`src/rtl/uart_pkg.sv`:
```
// Shared UART definitions: receiver state encoding and oversampling constants.
package uart_pkg;
    localparam int OVERSAMPLE = 16;
    localparam int MID_TICK   = 7;

    typedef enum logic [1:0] {
        IDLE  = 2'd0,
        START = 2'd1,
        DATA  = 2'd2,
        STOP  = 2'd3
    } rx_state_t;
endpackage

```
`src/rtl/uart_sync2.sv`:
```
// Two-flop synchroniser for an asynchronous input; reset value selectable.
module uart_sync2 #(
    parameter logic RST_VAL = 1'b1
) (
    input  logic clk,
    input  logic reset,
    input  logic d,
    output logic q
);
    logic meta;

    always_ff @(posedge clk) begin
        if (reset) begin
            meta <= RST_VAL;
            q    <= RST_VAL;
        end else begin
            meta <= d;
            q    <= meta;
        end
    end
endmodule

```
`src/rtl/uart_rx.sv`:
```
// UART receiver: 16x oversampled start qualification, mid-bit data sampling,
// stop-bit check, one-cycle rx_valid pulse with frame_err.
import uart_pkg::*;

module uart_rx #(
    parameter int DATA_WIDTH = 8,
    parameter int SB_TICK    = 16
) (
    input  logic                  clk,
    input  logic                  reset,
    input  logic                  rxd,
    input  logic                  tick,
    output logic [DATA_WIDTH-1:0] rx_data,
    output logic                  rx_valid,
    output logic                  frame_err,
    output logic                  rx_busy
);
    localparam int BW = $clog2(DATA_WIDTH);
    localparam logic [BW-1:0] LAST_BIT = BW'(DATA_WIDTH - 1);
    localparam logic [4:0]    MID      = 5'(MID_TICK);
    localparam logic [4:0]    OS_LAST  = 5'(OVERSAMPLE - 1);
    localparam logic [4:0]    SB_LAST  = 5'(SB_TICK - 1);

    logic                  rxd_s;
    rx_state_t             state, state_n;
    logic [4:0]            tick_cnt, tick_cnt_n;
    logic [BW-1:0]         bit_cnt, bit_cnt_n;
    logic [DATA_WIDTH-1:0] shreg, shreg_n;
    logic                  done_n, fe_n;

    uart_sync2 #(.RST_VAL(1'b1)) u_sync (
        .clk   (clk),
        .reset (reset),
        .d     (rxd),
        .q     (rxd_s)
    );

    always_comb begin
        state_n    = state;
        tick_cnt_n = tick_cnt;
        bit_cnt_n  = bit_cnt;
        shreg_n    = shreg;
        done_n     = 1'b0;
        fe_n       = 1'b0;
        case (state)
            IDLE: begin
                // Start entry does not wait for a tick
                if (!rxd_s) begin
                    state_n    = START;
                    tick_cnt_n = '0;
                end
            end
            START: begin
                if (tick) begin
                    if (tick_cnt == MID) begin
                        if (!rxd_s) begin
                            state_n    = DATA;
                            tick_cnt_n = '0;
                            bit_cnt_n  = '0;
                        end else begin
                            state_n = IDLE;
                        end
                    end else begin
                        tick_cnt_n = tick_cnt + 5'd1;
                    end
                end
            end
            DATA: begin
                if (tick) begin
                    if (tick_cnt == OS_LAST) begin
                        shreg_n    = {rxd_s, shreg[DATA_WIDTH-1:1]};
                        tick_cnt_n = '0;
                        if (bit_cnt == LAST_BIT) state_n = STOP;
                        else                     bit_cnt_n = bit_cnt + 1'b1;
                    end else begin
                        tick_cnt_n = tick_cnt + 5'd1;
                    end
                end
            end
            STOP: begin
                if (tick) begin
                    if (tick_cnt == SB_LAST) begin
                        done_n  = 1'b1;
                        fe_n    = ~rxd_s;
                        state_n = IDLE;
                    end else begin
                        tick_cnt_n = tick_cnt + 5'd1;
                    end
                end
            end
            default: state_n = IDLE;
        endcase
    end

    always_ff @(posedge clk) begin
        if (reset) begin
            state     <= IDLE;
            tick_cnt  <= '0;
            bit_cnt   <= '0;
            shreg     <= '0;
            rx_data   <= '0;
            rx_valid  <= 1'b0;
            frame_err <= 1'b0;
        end else begin
            state     <= state_n;
            tick_cnt  <= tick_cnt_n;
            bit_cnt   <= bit_cnt_n;
            shreg     <= shreg_n;
            rx_valid  <= done_n;
            frame_err <= fe_n;
            if (done_n) rx_data <= shreg;
        end
    end

    assign rx_busy = (state != IDLE);
endmodule

```
`config.mk`:
```
export PLATFORM = sky130hd
export DESIGN_NAME = uart_rx
export DESIGN_NICKNAME = d
export VERILOG_FILES = /design/src/rtl/uart_pkg.sv /design/src/rtl/uart_sync2.sv /design/src/rtl/uart_rx.sv
export SDC_FILE = /design/constraint.sdc
export NUM_CORES = 1
export LEC_CHECK = 0
export CORE_ASPECT_RATIO = 1.1
export CORE_MARGIN = 2
export CORE_UTILIZATION = 49
export DETAILED_ROUTE_END_ITERATION = 7
export PLACE_DENSITY = 0.83
export SLEW_MARGIN = 20
export SYNTH_ARGS = -nofsm -noshare
export SYNTH_HDL_FRONTEND = slang
export SYNTH_HIERARCHICAL = 1
export SYNTH_SLANG_ARGS = --single-unit
```
`constraint.sdc`:
```
create_clock -name clk -period 1.71 [get_ports clk]
set_input_delay 0.171 -clock clk [delete_from_list [all_inputs] [get_ports clk]]
set_output_delay 0.171 -clock clk [all_outputs]
set_load 0.005 [all_outputs]
```
Yosys cells after proc, flatten, opt, wreduce, memory -nomap -nowiden --
Index checks and enable logic that the tools add are counted.
Operators by class: eq/ne operators 17, reductions and logical operators 8, divide/modulo/power cells 0, shifts and indexed selects 0, multipliers 0, $lt $le $gt $ge 0, add/subtract/negate cells 2, mux-type cells 28, bitwise gates (word level) 4
Operators by type and width (number):
- $mux W5 | 7
- $ne A2 B2 Y1 const B | 11
- $pmux W5 S4 | 1
- $mux W2 | 9
- $mux W3 | 6
- $pmux W2 S4 | 1
- $reduce_and A8 Y1 | 1
- $reduce_and A7 Y1 | 1
- $pmux W3 S2 | 1
- $add A5 B1 Y5 const B | 1
- $eq A5 B3 Y1 const B | 1
- $eq A5 B4 Y1 const B | 1
- $eq A2 B2 Y1 const B | 2
- $not A1 Y1 | 4
- $reduce_and A4 Y1 | 1
- $reduce_bool A2 Y1 | 2
- $reduce_or A4 Y1 | 1
- $add A3 B1 Y3 const B | 1
- $eq A3 B3 Y1 const B | 1
- $mux W1 | 3
- $reduce_and A3 Y1 | 1
- $eq A2 B1 Y1 const B | 1
- $logic_not A2 Y1 | 1
Storage, ports and cells: bits in read-only memories 0, logic and storage cells 68, latch bits 0, bits of input ports 4, bits in registers 30, bits in writable memories 0, memories kept 0

Longest topological paths before layout --
depth after elaboration 5, mapped depth 6, depth with buffers taken out 6

By module --
The synthesis kept the hierarchy.
By module, submodules not included:
- uart_rx | instances 1, area each 1295.0 sq um, cells an instance 133
- uart_sync2 | instances 1, area each 52.6 sq um, cells an instance 4

Worst setup path after synthesis --
No wires, ideal clock.
path kind flip-flop to flip-flop, start reg bit_cnt[0], end reg bit_cnt[0], required time 1.640 ns, data arrival time 1.652 ns, stages on the path, launching flop included 7, path slack -0.013 ns, path buffers 0, cells stage by stage dfxtp_1 -> ha_1 -> ha_1 -> and4bb_1 -> o21bai_4 -> or4b_1 -> a21oi_1
On the way: cells in the longest elaborated chain, start to end 5, elaborated cells on any way between the ends 8, those cells by class add/sub (1); eq/ne (2); mux (4); reduce/logical (1)
Ends and longest elaborated chain:
- start, declared | RTL line uart_rx.sv:27 | logic [BW-1:0] bit_cnt, bit_cnt_n;
- start signal, assigned | RTL line uart_rx.sv:107 | bit_cnt <= bit_cnt_n;
- $add A3 B1 Y3 | RTL line uart_rx.sv:74 | else bit_cnt_n = bit_cnt + 1'b1;
- $mux W3 | RTL line uart_rx.sv:73 | if (bit_cnt == LAST_BIT) state_n = STOP;
- $mux W3 | RTL line uart_rx.sv:70 | if (tick_cnt == OS_LAST) begin
- $mux W3 | RTL line uart_rx.sv:69 | if (tick) begin
- $pmux W3 S2 | RTL line uart_rx.sv:45 | case (state)
Parallel ways exist; a longest one is shown, timed or not. The select of a mux whose other input is x is not followed. A chain may end at the register's enable or synchronous reset.

Worst setup path in the final report --
start reg bit_cnt[1], end reg bit_cnt[0]
On the way: cells in the longest elaborated chain, start to end 3
Ends and longest elaborated chain (RTL line):
- $eq A3 B3 Y1 | uart_rx.sv:73
- $ne A2 B2 Y1 (no line)
- $reduce_and A7 Y1 (no line)
Every way passes these cells.

==> qor.yml <==
status:
  outcome: "complete, but fails checks"
  violations: "negative setup slack"
worst_setup_path:
  cpMostUsedCell: "ha_4"
  criticalPathCategory: "flop to flop"
  endpoint_kind: "flop"
  r2r_slack_ns: -0.02
  regToRegEndpoint: "bit_cnt[0]$_SDFFE_PP0P_"
  cp_cell_sequence: "ha_4 -> ha_4 -> and4bb_1 -> o21bai_4 -> or4b_4 -> a21oi_2"
  max_stage_delay_ns: 0.52
  cp.required_ns: 1.97
  slowest_stage: "or4b_4"
  reg2reg_from: "bit_cnt[1]$_SDFFE_PP0P_"
  critPathMaxFanout: 2
  reg2reg_depth: 6
  crit_path_start_kind: "flop"
  worstPathArrival_ns: 2.00
synth:
  synthTopCellsByCount: "30 x dfxtp_1, 25 x nor2_1, 18 x mux2i_1"
  yosys.area_share.simple_pct: 21.82
  yosysSeqAreaShare_pct: 44.57
  synthDistinctLibCells: 35
  synthMuxAreaShare_pct: 13.37
  synthMostInstantiatedCell: "dfxtp_1"
  synth_top_family_by_area: "simple AND/OR/NAND/NOR gates"
  ys_ff_latch: 30
  synthFlopType: "dfxtp_1"
  syn_nets: 145
  synth_compound_area_share_pct: 12.44
  yosysTopAreaCellShare_pct: 44.57
  synth_warnings: 6
  ys_async_sr_fraction_pct: 0
  synth_area_leaders: "dfxtp_1 45%, mux2i_1 13%, nor2_1 7.0%, ha_1 3.7%, a211oi_1 2.8%"
  synthAdderAreaFrac_pct: 3.714
  syn_area_per_cell_sq_um: 9.836
  synthXorXnorAreaFrac_pct: 0
  synth-edff-count: 0
  synthCells: 137
  synth_top_cell_by_area: "dfxtp_1"
  netlist_area_sq_um: 1348
layout:
  fill_cells: 191
  stdcell_area_sq_um: 1743
  post-route-util_pct: 67.88
  area_growth_pct: 29.34
  antenna_cells: 0
  layout-drive-gt1-share_pct: 22.89
  nNetsFinal: 173
detailed_routing:
  drtPass1Iterations: 4
  wl_per_cell_microns: 14.27
  antenna_left: 0
  vias: 1091
  vias_per_cell: 5.538
  drc_errors: 0
  wl_microns: 2812
  drt_iter0_drc: 10
global_routing:
  first_global_vias: 1060
  grt_overflow: 0
  antenna_found_initial: 0
  track_usage_pct: 20.32
  grt_max_degree: 18
  grt_pass1_wl_microns: 4588
floorplan:
  pin_count: 15
  fp.coreArea_sq_um: 2567
  start_util_pct: 52.49
  die_area_sq_um: 3186
  rows: 19
  die_h_microns: 59
  die_w_microns: 54
clock_tree:
  clock_path_buffers: 2
  cts.sinks: 30
  clkTransAtPathRegs_ns: 0.09
  root_buffer: "clkbuf_4"
  clk_latency_ns: 0.33
  h-tree-depth: 2
  cts_buffers: 5
  cts_tree: "built"
  postCtsHoldBufs: 0
hold_path:
  min-delay-start: "rxd"
  hp-class: "primary input to flop"
  min_path_cells: 2
  whs_endpoint: "u_sync/meta$_SDFF_PP1_"
placed_design:
  port_buffers: 14
  finalWeightedCongestion: 0.8589
  dpl.hpwl_microns: 1906
  placedInstanceArea_sq_um: 1597
sta:
  finalSetupViolCount: 1
  drv_slew: 0
  worst_pin_slew_ns: 0.4004
  max_freq_mhz: 577.1
  grt_setup_unrepaired: "yes"
  slew_headroom_pct: 73.07
  hold_violations: 0
  fin_crit_sh_pct: 101.3
  finalClockSkew_ns: 0.006841
  layout_min_cycle_time_ns: 1.733
  setup_slack_ns: -0.02282
power_and_ir_drop:
  leakage_nw: 0.7472
  power_density_nw_per_um2: 696.9
  vdd_drop_max_mv: 0.6928
run:
  cap_violations: 0
## layout by cell type (no fill, tap or decap), types with 2 or more instances in the layout
master and n:
a211oi_1 5, a21oi_1 5, and2_1 2, and3_1 4, buf_4 11, buf_6 2
clkbuf_4 5, clkdlybuf4s50_1 13, dfxtp_1 25, dfxtp_2 3, dfxtp_4 2, ha_4 3
inv_1 4, mux2i_1 18, nand2_1 3, nand3_1 3, nor2_1 24, nor3_1 2
o211ai_1 2, o21ai_0 4, or2_1 2
## kinds of logic after synthesis
logic type / after synthesis
AO/OA/AOI/OAI: 24
adder cells (fa/ha/maj): 4
buffers and inverters: 11
flip-flops: 30
multiplexers: 18
AND/OR/NAND/NOR: 50
## stage by stage
| step | hold WS (ns) | setup WS (ns) | std cells | setup TNS, ns | power (mW) |
|---|---|---|---|---|---|
| finish | 0.3939 | -0.02282 | 197 | -0.02282 | 1.215 |
| CTS | 0.3787 | -0.09936 | 197 | -0.1110 | 1.231 |
| detailed placement | 0.4196 | -0.1190 | 188 | -0.1341 | 0.7810 |
| floorplan | 0.2681 | 0.004418 | 137 | 0 | 0.7541 |
| global placement | 0.3916 | -0.005218 | 188 | -0.005218 | 0.7790 |
| global route | 0.3890 | -0.08071 | 197 | -0.08071 | 1.283 |
## registers in the layout, summed over array words and instances (netlist names), 3 cells and up, named ones only
name / cells
bit_cnt: 3
tick_cnt: 5
shreg: 8
rx_data: 8
## repair_timing
item	CTS	global route
pin swaps	3	3
gates resized for setup	9	12
hold endpoints to repair	0	0
setup endpoints to repair	2	23
buffers inserted	1	0
## routing by layer
layer	up-vias	GRT usage, %	share of wire (%)
li1	544	-	-
met3	7	8.333	4.6
met1	512	24.84	44
met4	0	8.214	1.8
met2	28	31.53	50
met5	-	0	0
## worst max-delay path: cells and delay by family, from the launching register on
family          cells  cell delay [ns]
compound gates      2             0.19
fa+ha+maj           2             0.31
flops               1             0.35
simple gates        2             0.82
## worst max path at each step
| stage | startpoint | to |
|---|---|---|
| 2_1_floorplan | bit_cnt[0]$_SDFFE_PP0P_ | bit_cnt[0]$_SDFFE_PP0P_ |
| 3_3_place_gp | bit_cnt[0]$_SDFFE_PP0P_ | bit_cnt[0]$_SDFFE_PP0P_ |
| 3_5_place_dp | bit_cnt[0]$_SDFFE_PP0P_ | bit_cnt[0]$_SDFFE_PP0P_ |
| 4_1_cts | bit_cnt[0]$_SDFFE_PP0P_ | bit_cnt[0]$_SDFFE_PP0P_ |
| 5_1_grt | bit_cnt[0]$_SDFFE_PP0P_ | bit_cnt[0]$_SDFFE_PP0P_ |
| 6_report | bit_cnt[1]$_SDFFE_PP0P_ | bit_cnt[0]$_SDFFE_PP0P_ |
## where the power goes
group          internal (mW)  switching [mW]
Sequential             0.701         0.00522
Combinational         0.0287          0.0336
Clock                  0.197           0.249
## cell type report
class                           instances  area, sq um  share of cell area (%)
Inverter                                4        15.01                  0.8615
Sequential cell                        30        611.8                   35.10
Timing Repair Buffer                   28        267.8                   15.36
Clock inverter                          2        12.51                  0.7179
Clock buffer                            6        51.30                   2.943
Multi-Input combinational cell         96        745.7                   42.79
Tap cell                               31        38.79                   2.225
No activity file was read; power rests on OpenSTA's default activity.
